[config.mk]
export PLATFORM = sky130hd
export DESIGN_NAME = cat2bits_32
export DESIGN_NICKNAME = d
export VERILOG_FILES = /design/src/rtl/seg7_pkg.sv /design/src/rtl/cat2hex_4.sv /design/src/rtl/cat2bits_32.sv
export SDC_FILE = /design/constraint.sdc
export NUM_CORES = 1
export LEC_CHECK = 0
export CAP_MARGIN = 20
export CORE_MARGIN = 1
export CORE_UTILIZATION = 41
export CTS_CLUSTER_DIAMETER = 60
export DETAILED_ROUTE_END_ITERATION = 10
export SETUP_SLACK_MARGIN = 0.3
export SYNTH_ARGS = -nofsm -noshare
export SYNTH_HDL_FRONTEND = slang
export SYNTH_SLANG_ARGS = --single-unit
[constraint.sdc]
create_clock -name clk -period 2.75 [get_ports clk]
set_clock_uncertainty 0.15 [all_clocks]
set_input_delay 0.4125 -clock clk [delete_from_list [all_inputs] [get_ports clk]]
set_output_delay 0.4125 -clock clk [all_outputs]
set_load 0.05 [all_outputs]
[src/rtl/seg7_pkg.sv]
// Shared 7-segment definitions: active-low segment codes (bit6=a .. bit0=g) and digit constants.
// Used by both the display encoder and the cat2bits_32 receive-side decoder.
package seg7_pkg;

    localparam logic [6:0] SEG_0 = 7'b0000001;
    localparam logic [6:0] SEG_1 = 7'b1001111;
    localparam logic [6:0] SEG_2 = 7'b0010010;
    localparam logic [6:0] SEG_3 = 7'b0000110;
    localparam logic [6:0] SEG_4 = 7'b1001100;
    localparam logic [6:0] SEG_5 = 7'b0100100;
    localparam logic [6:0] SEG_6 = 7'b0100000;
    localparam logic [6:0] SEG_7 = 7'b0001111;
    localparam logic [6:0] SEG_8 = 7'b0000000;
    localparam logic [6:0] SEG_9 = 7'b0000100;
    localparam logic [6:0] SEG_A = 7'b0001000;
    localparam logic [6:0] SEG_B = 7'b1100000;
    localparam logic [6:0] SEG_C = 7'b0110001;
    localparam logic [6:0] SEG_D = 7'b1000010;
    localparam logic [6:0] SEG_E = 7'b0110000;
    localparam logic [6:0] SEG_F = 7'b0111000;

    localparam logic [7:0]  AN_BLANK   = 8'hFF;
    localparam int unsigned NUM_DIGITS = 8;

endpackage

[src/rtl/cat2hex_4.sv]
// Combinational decode of an active-low 7-segment pattern back to its hex nibble.
// Patterns outside the 16 hex glyphs report legal_o=0 with hex_o=0.
module cat2hex_4
    import seg7_pkg::*;
(
    input  logic [6:0] cat_i,
    output logic [3:0] hex_o,
    output logic       legal_o
);

    always_comb begin
        hex_o   = 4'h0;
        legal_o = 1'b1;
        case (cat_i)
            SEG_0:   hex_o = 4'h0;
            SEG_1:   hex_o = 4'h1;
            SEG_2:   hex_o = 4'h2;
            SEG_3:   hex_o = 4'h3;
            SEG_4:   hex_o = 4'h4;
            SEG_5:   hex_o = 4'h5;
            SEG_6:   hex_o = 4'h6;
            SEG_7:   hex_o = 4'h7;
            SEG_8:   hex_o = 4'h8;
            SEG_9:   hex_o = 4'h9;
            SEG_A:   hex_o = 4'hA;
            SEG_B:   hex_o = 4'hB;
            SEG_C:   hex_o = 4'hC;
            SEG_D:   hex_o = 4'hD;
            SEG_E:   hex_o = 4'hE;
            SEG_F:   hex_o = 4'hF;
            default: legal_o = 1'b0;
        endcase
    end

endmodule

[src/rtl/cat2bits_32.sv]
// Receive side of the 8-digit multiplexed 7-segment interface: waits for each digit to settle,
// decodes it, and publishes the 32-bit word once all eight digits have been seen.
module cat2bits_32
    import seg7_pkg::*;
#(
    parameter int unsigned SETTLE_CYCLES = 16
) (
    input  logic        clk,
    input  logic        rst_i,
    input  logic [6:0]  CAT_i,
    input  logic [7:0]  AN_i,
    output logic [31:0] data_o,
    output logic        valid_o,
    output logic        frame_o,
    output logic        err_o
);

    localparam int unsigned CntW = $clog2(SETTLE_CYCLES + 1);
    localparam logic [CntW-1:0] CntMax = CntW'(SETTLE_CYCLES);
    localparam logic [CntW-1:0] CntCap = CntW'(SETTLE_CYCLES - 1);

    logic [7:0]      an_q, an_p;
    logic [6:0]      cat_q, cat_p;
    logic [CntW-1:0] cnt_q, cnt_d;
    logic [7:0]      mask_q;
    logic [31:0]     shadow_q;

    logic [3:0]  hex;
    logic        legal;
    logic [7:0]  an_sel;
    logic        stable, capture, one_hot, blank, wr, bad, done;
    logic [31:0] shadow_merged;

    cat2hex_4 u_cat2hex (
        .cat_i   (cat_q),
        .hex_o   (hex),
        .legal_o (legal)
    );

    always_comb begin
        an_sel  = ~an_q;
        stable  = (an_q == an_p) && (cat_q == cat_p);
        capture = stable && (cnt_q == CntCap);
        blank   = (an_q == AN_BLANK);
        one_hot = (an_sel != 8'h00) && ((an_sel & (an_sel - 8'h01)) == 8'h00);
        wr      = capture && one_hot && legal;
        bad     = capture && !blank && !(one_hot && legal);
        done    = wr && ((mask_q | an_sel) == 8'hFF);

        cnt_d = cnt_q;
        if (!stable) begin
            cnt_d = '0;
        end else if (cnt_q < CntMax) begin
            cnt_d = cnt_q + 1'b1;
        end

        shadow_merged = shadow_q;
        for (int k = 0; k < NUM_DIGITS; k++) begin
            if (an_sel[k]) begin
                shadow_merged[4*k +: 4] = hex;
            end
        end
    end

    always_ff @(posedge clk) begin
        if (rst_i) begin
            an_q     <= AN_BLANK;
            an_p     <= AN_BLANK;
            cat_q    <= 7'h7F;
            cat_p    <= 7'h7F;
            cnt_q    <= '0;
            mask_q   <= 8'h00;
            shadow_q <= 32'h0;
            data_o   <= 32'h0;
            valid_o  <= 1'b0;
            frame_o  <= 1'b0;
            err_o    <= 1'b0;
        end else begin
            an_q    <= AN_i;
            an_p    <= an_q;
            cat_q   <= CAT_i;
            cat_p   <= cat_q;
            cnt_q   <= cnt_d;
            frame_o <= done;
            err_o   <= bad;
            if (wr) begin
                shadow_q <= shadow_merged;
                mask_q   <= done ? 8'h00 : (mask_q | an_sel);
            end
            // Shadow is retained after a frame; only the mask restarts.
            if (done) begin
                data_o  <= shadow_merged;
                valid_o <= 1'b1;
            end
        end
    end

endmodule

==> results.sh, run 1 <==
export IMPL_outcome="completed"
export IMPL_core_area_mm2=0.0121
export IMPL_syn_area_mm2=0.00514
export IMPL_boundaryPins=52
export IMPL_area_growth_pct=23.3
export IMPL_synth_ff_type="dfxtp_1"
export IMPL_antenna_found_initial=0
export IMPL_antenna_cells=0
export IMPL_syn_num_nets=586
export IMPL_path_cells="a211o_1 -> a2111oi_4 -> nor4_4 -> a31oi_4 -> and3_4 -> clkbuf_16 -> mux2i_1"
export IMPL_crit_fanout=16
export IMPL_numCtsBuffers=9
export IMPL_worst_slew_pin_slew_ns=0.960
export IMPL_end_kind="register"
export IMPL_clkTransAtPathRegs_ns=0.08
export IMPL_cp_slowest_cell="a2111oi_4"
export IMPL_grt_overflow_total=0
export IMPL_drt_wl_total_um=12600
export IMPL_p_sw_uw=763
export IMPL_cts_tree="yes"
export IMPL_yosys_top_cells_count="110 x dfxtp_1, 54 x nand2b_1, 49 x mux2i_1"
export IMPL_grt_pass1_vias=3952
export IMPL_final_util_pct=52.3
export IMPL_grtUsageTotal_pct=20.0
export IMPL_combPwrFrac_pct=6.5
export IMPL_arrival_ns=2.53
export IMPL_vias=4097
export IMPL_syn_inst=567
export IMPL_syn_area_per_cell_um2=9.07
export IMPL_setup_viol=0
export IMPL_pre_cts_ws_ns=0.0715
export IMPL_max_stage_delay_ns=0.44
export IMPL_drt_iter0_markers=216
export IMPL_yosysMostFrequentCell="dfxtp_1"
export IMPL_grt_pass1_wl_um=20200
export IMPL_hold_path_class="reg2reg"
export IMPL_cts_root_buf="clkbuf_16"
export IMPL_setup_slack_ns=0.359
export IMPL_clock_latency_ns=0.36
export IMPL_synth_edf_count=0
export IMPL_holdWs_ns=0.315
export IMPL_pwr_share_seq_pct=51.2
export IMPL_critPathLaunchType="register"
export IMPL_maxCapViolCount=0
export IMPL_portBuffers=51
export IMPL_synth_warnings=0
export IMPL_irDropWorstVdd_mv=0.287
export IMPL_internal_power_uw=2450
export IMPL_clkPwrFrac_pct=42.4
export IMPL_hold_viol_final=0
export IMPL_firstDrtPassIters=5
export IMPL_rsz0062_at_grt="yes"
export IMPL_slew_headroom_pct=35.5
export IMPL_synth_top_area_cell="dfxtp_1"
export IMPL_cts_sinks=110
export IMPL_post_route_period_util_pct=86.9
export IMPL_avgRoutedWirePerCell_um=16.2
export IMPL_ys_ff_latch=110
export IMPL_async_flop_share_pct=0
export IMPL_fin_nets=627
export IMPL_ys_seq_area_share_pct=42.8
export IMPL_fin_crit_ns=2.39
export IMPL_fin_tns_setup_ns=0
export IMPL_viasPerCell=5.25
export IMPL_dpl_hpwl_um=8260
export IMPL_grt_start_max_net_pins=75
export IMPL_fmax_mhz=418
export IMPL_drc_errors=0
export IMPL_ys_types=59
export IMPL_critPathKind="reg2reg"
export IMPL_start_util_pct=42.4
export IMPL_leakage_uw=0.00229
export IMPL_synthTopCellsByArea="dfxtp_1 43%, mux2i_1 9.5%, nand2b_1 6.6%, a21oi_1 4.5%, or2_2 3.8%"
export IMPL_synth_top_area_share_pct=42.8
export IMPL_cp_required_ns=2.89
export IMPL_pwr_density_cell_mw_per_mm2=507
export IMPL_die_height_um=114
export IMPL_final_max_slew_viol_count=0
export IMPL_ant_nets=0
export IMPL_ctsLongestPathBuffers=2
export IMPL_swShare_pct=23.7
export IMPL_routabilityCongestion=0.774
export IMPL_die_x_um=114
export IMPL_die_area_mm2=0.0130
export IMPL_drive_gt1_share_pct=18.8
export IMPL_htreeDepth=3
export IMPL_rows=40
==> timing repair <==
action                     in CTS  in global routing
buffers inserted                0                  4
setup endpoints to repair      50                 73
pin swaps                       0                  3
hold buffers                    0                  0
gates resized for setup         8                 23
cloned                          0                  3
==> registers in the layout (all words and copies together) (netlist names) <==
name      count
data_o       32
cnt_q         5
an_p          8
cat_p         7
mask_q        8
cat_q         7
shadow_q     32
an_q          8
valid_o       1
err_o         1
frame_o       1
==> placed cells by master, fill, tap and decap left out, types with 3 or more instances in the layout <==
cell type,netlist,routed
dfxtp_1,110,103
nand2b_1,54,54
clkdlybuf4s50_1,0,50
mux2i_1,49,49
a21oi_1,46,46
or2_2,31,31
o21ai_0,32,30
buf_4,4,22
nand2_1,20,20
inv_1,21,19
xor2_1,19,19
nor3_1,20,18
nand4_1,14,14
nor2_1,12,12
clkbuf_16,0,12
o21ai_2,6,7
nand3_1,6,6
dfxtp_2,0,6
nand3b_1,5,5
o21ai_1,4,5
and2_1,5,5
o2111ai_1,5,5
a31oi_1,5,4
and3_1,4,3
nor2b_1,3,3
o22ai_1,3,3
clkinv_4,0,3
buf_12,0,3
buf_6,4,3
==> per-stage QoR <==
stage / power (uW) / instance area (um^2) / instances
final: 3210 / 6340 / 781
after global routing: 3320 / 6340 / 781
after CTS: 3210 / 6130 / 774
after detailed placement: 1870 / 5800 / 758
after global placement: 1870 / 5800 / 758
after floorplan: 1800 / 5140 / 567
==> final timing paths <==
path	start	end	slack (ns)	cells past startpoint
worst max-delay path	cat_q[3]	data_o[16]	0.36	7
worst min register to register	data_o[27]	data_o[27]	0.32	2
worst min-delay path	data_o[27]	data_o[27]	0.32	2
worst max register to register	cat_q[3]	data_o[16]	0.36	7
==> worst max-delay path, delay by kind of cell (launching register included) <==
kind / cells / cell delay, ns
AO/OA/AOI/OAI: 3 / 1.00
multiplexers: 1 / 0.17
buffers and inverters: 1 / 0.19
flip-flops: 1 / 0.41
AND/OR/NAND/NOR: 2 / 0.39
==> metal layers <==
layer | global-route usage, % | vias to the layer above | routed length [um]
met5 | 0 | - | 0
met4 | 9.09 | 0 | 242
met3 | 2.82 | 15 | 445
met2 | 29.9 | 98 | 5560
met1 | 28.3 | 1945 | 6390
li1 | - | 2039 | -
==> cells by family (layout without fill, tap and decap cells) <==
logic type      after synthesis  after routing  synth area share, %
simple gates                191            191                 21.9
compound gates              120            120                 14.7
flops                       110            110                 42.8
buf+inv                      74            120                 6.91
mux                          49             49                 9.54
xor+xnor                     21             21                 3.58
fa+ha+maj                     2              2                0.487
==> area by class of cell <==
| type | count | area, um^2 |
|---|---|---|
| fill | 1143 | 5770 |
| multi-input combinational | 383 | 2680 |
| sequential | 110 | 2210 |
| timing repair buffer | 82 | 840 |
| clock buffer | 10 | 239 |
| tap | 168 | 210 |
| inverter | 22 | 86.3 |
| clock inverter | 6 | 70.1 |
==> power by group through the flow <==
stage	logic (uW)	clock network, uW	registers (uW)
after CTS	196	1380	1640
final	208	1360	1640
after global placement	192	0	1680
after global routing	228	1440	1650
after detailed placement	194	0	1680
after floorplan	142	0	1660
No activity file was read; power rests on OpenSTA's default activity.
==> run 2, diff against run 1 <==
SKIP_LAST_GASP = 1   (was unset)
==> results of run 2 <==
Final layout, timing and power as in run 1 (identical DEF).
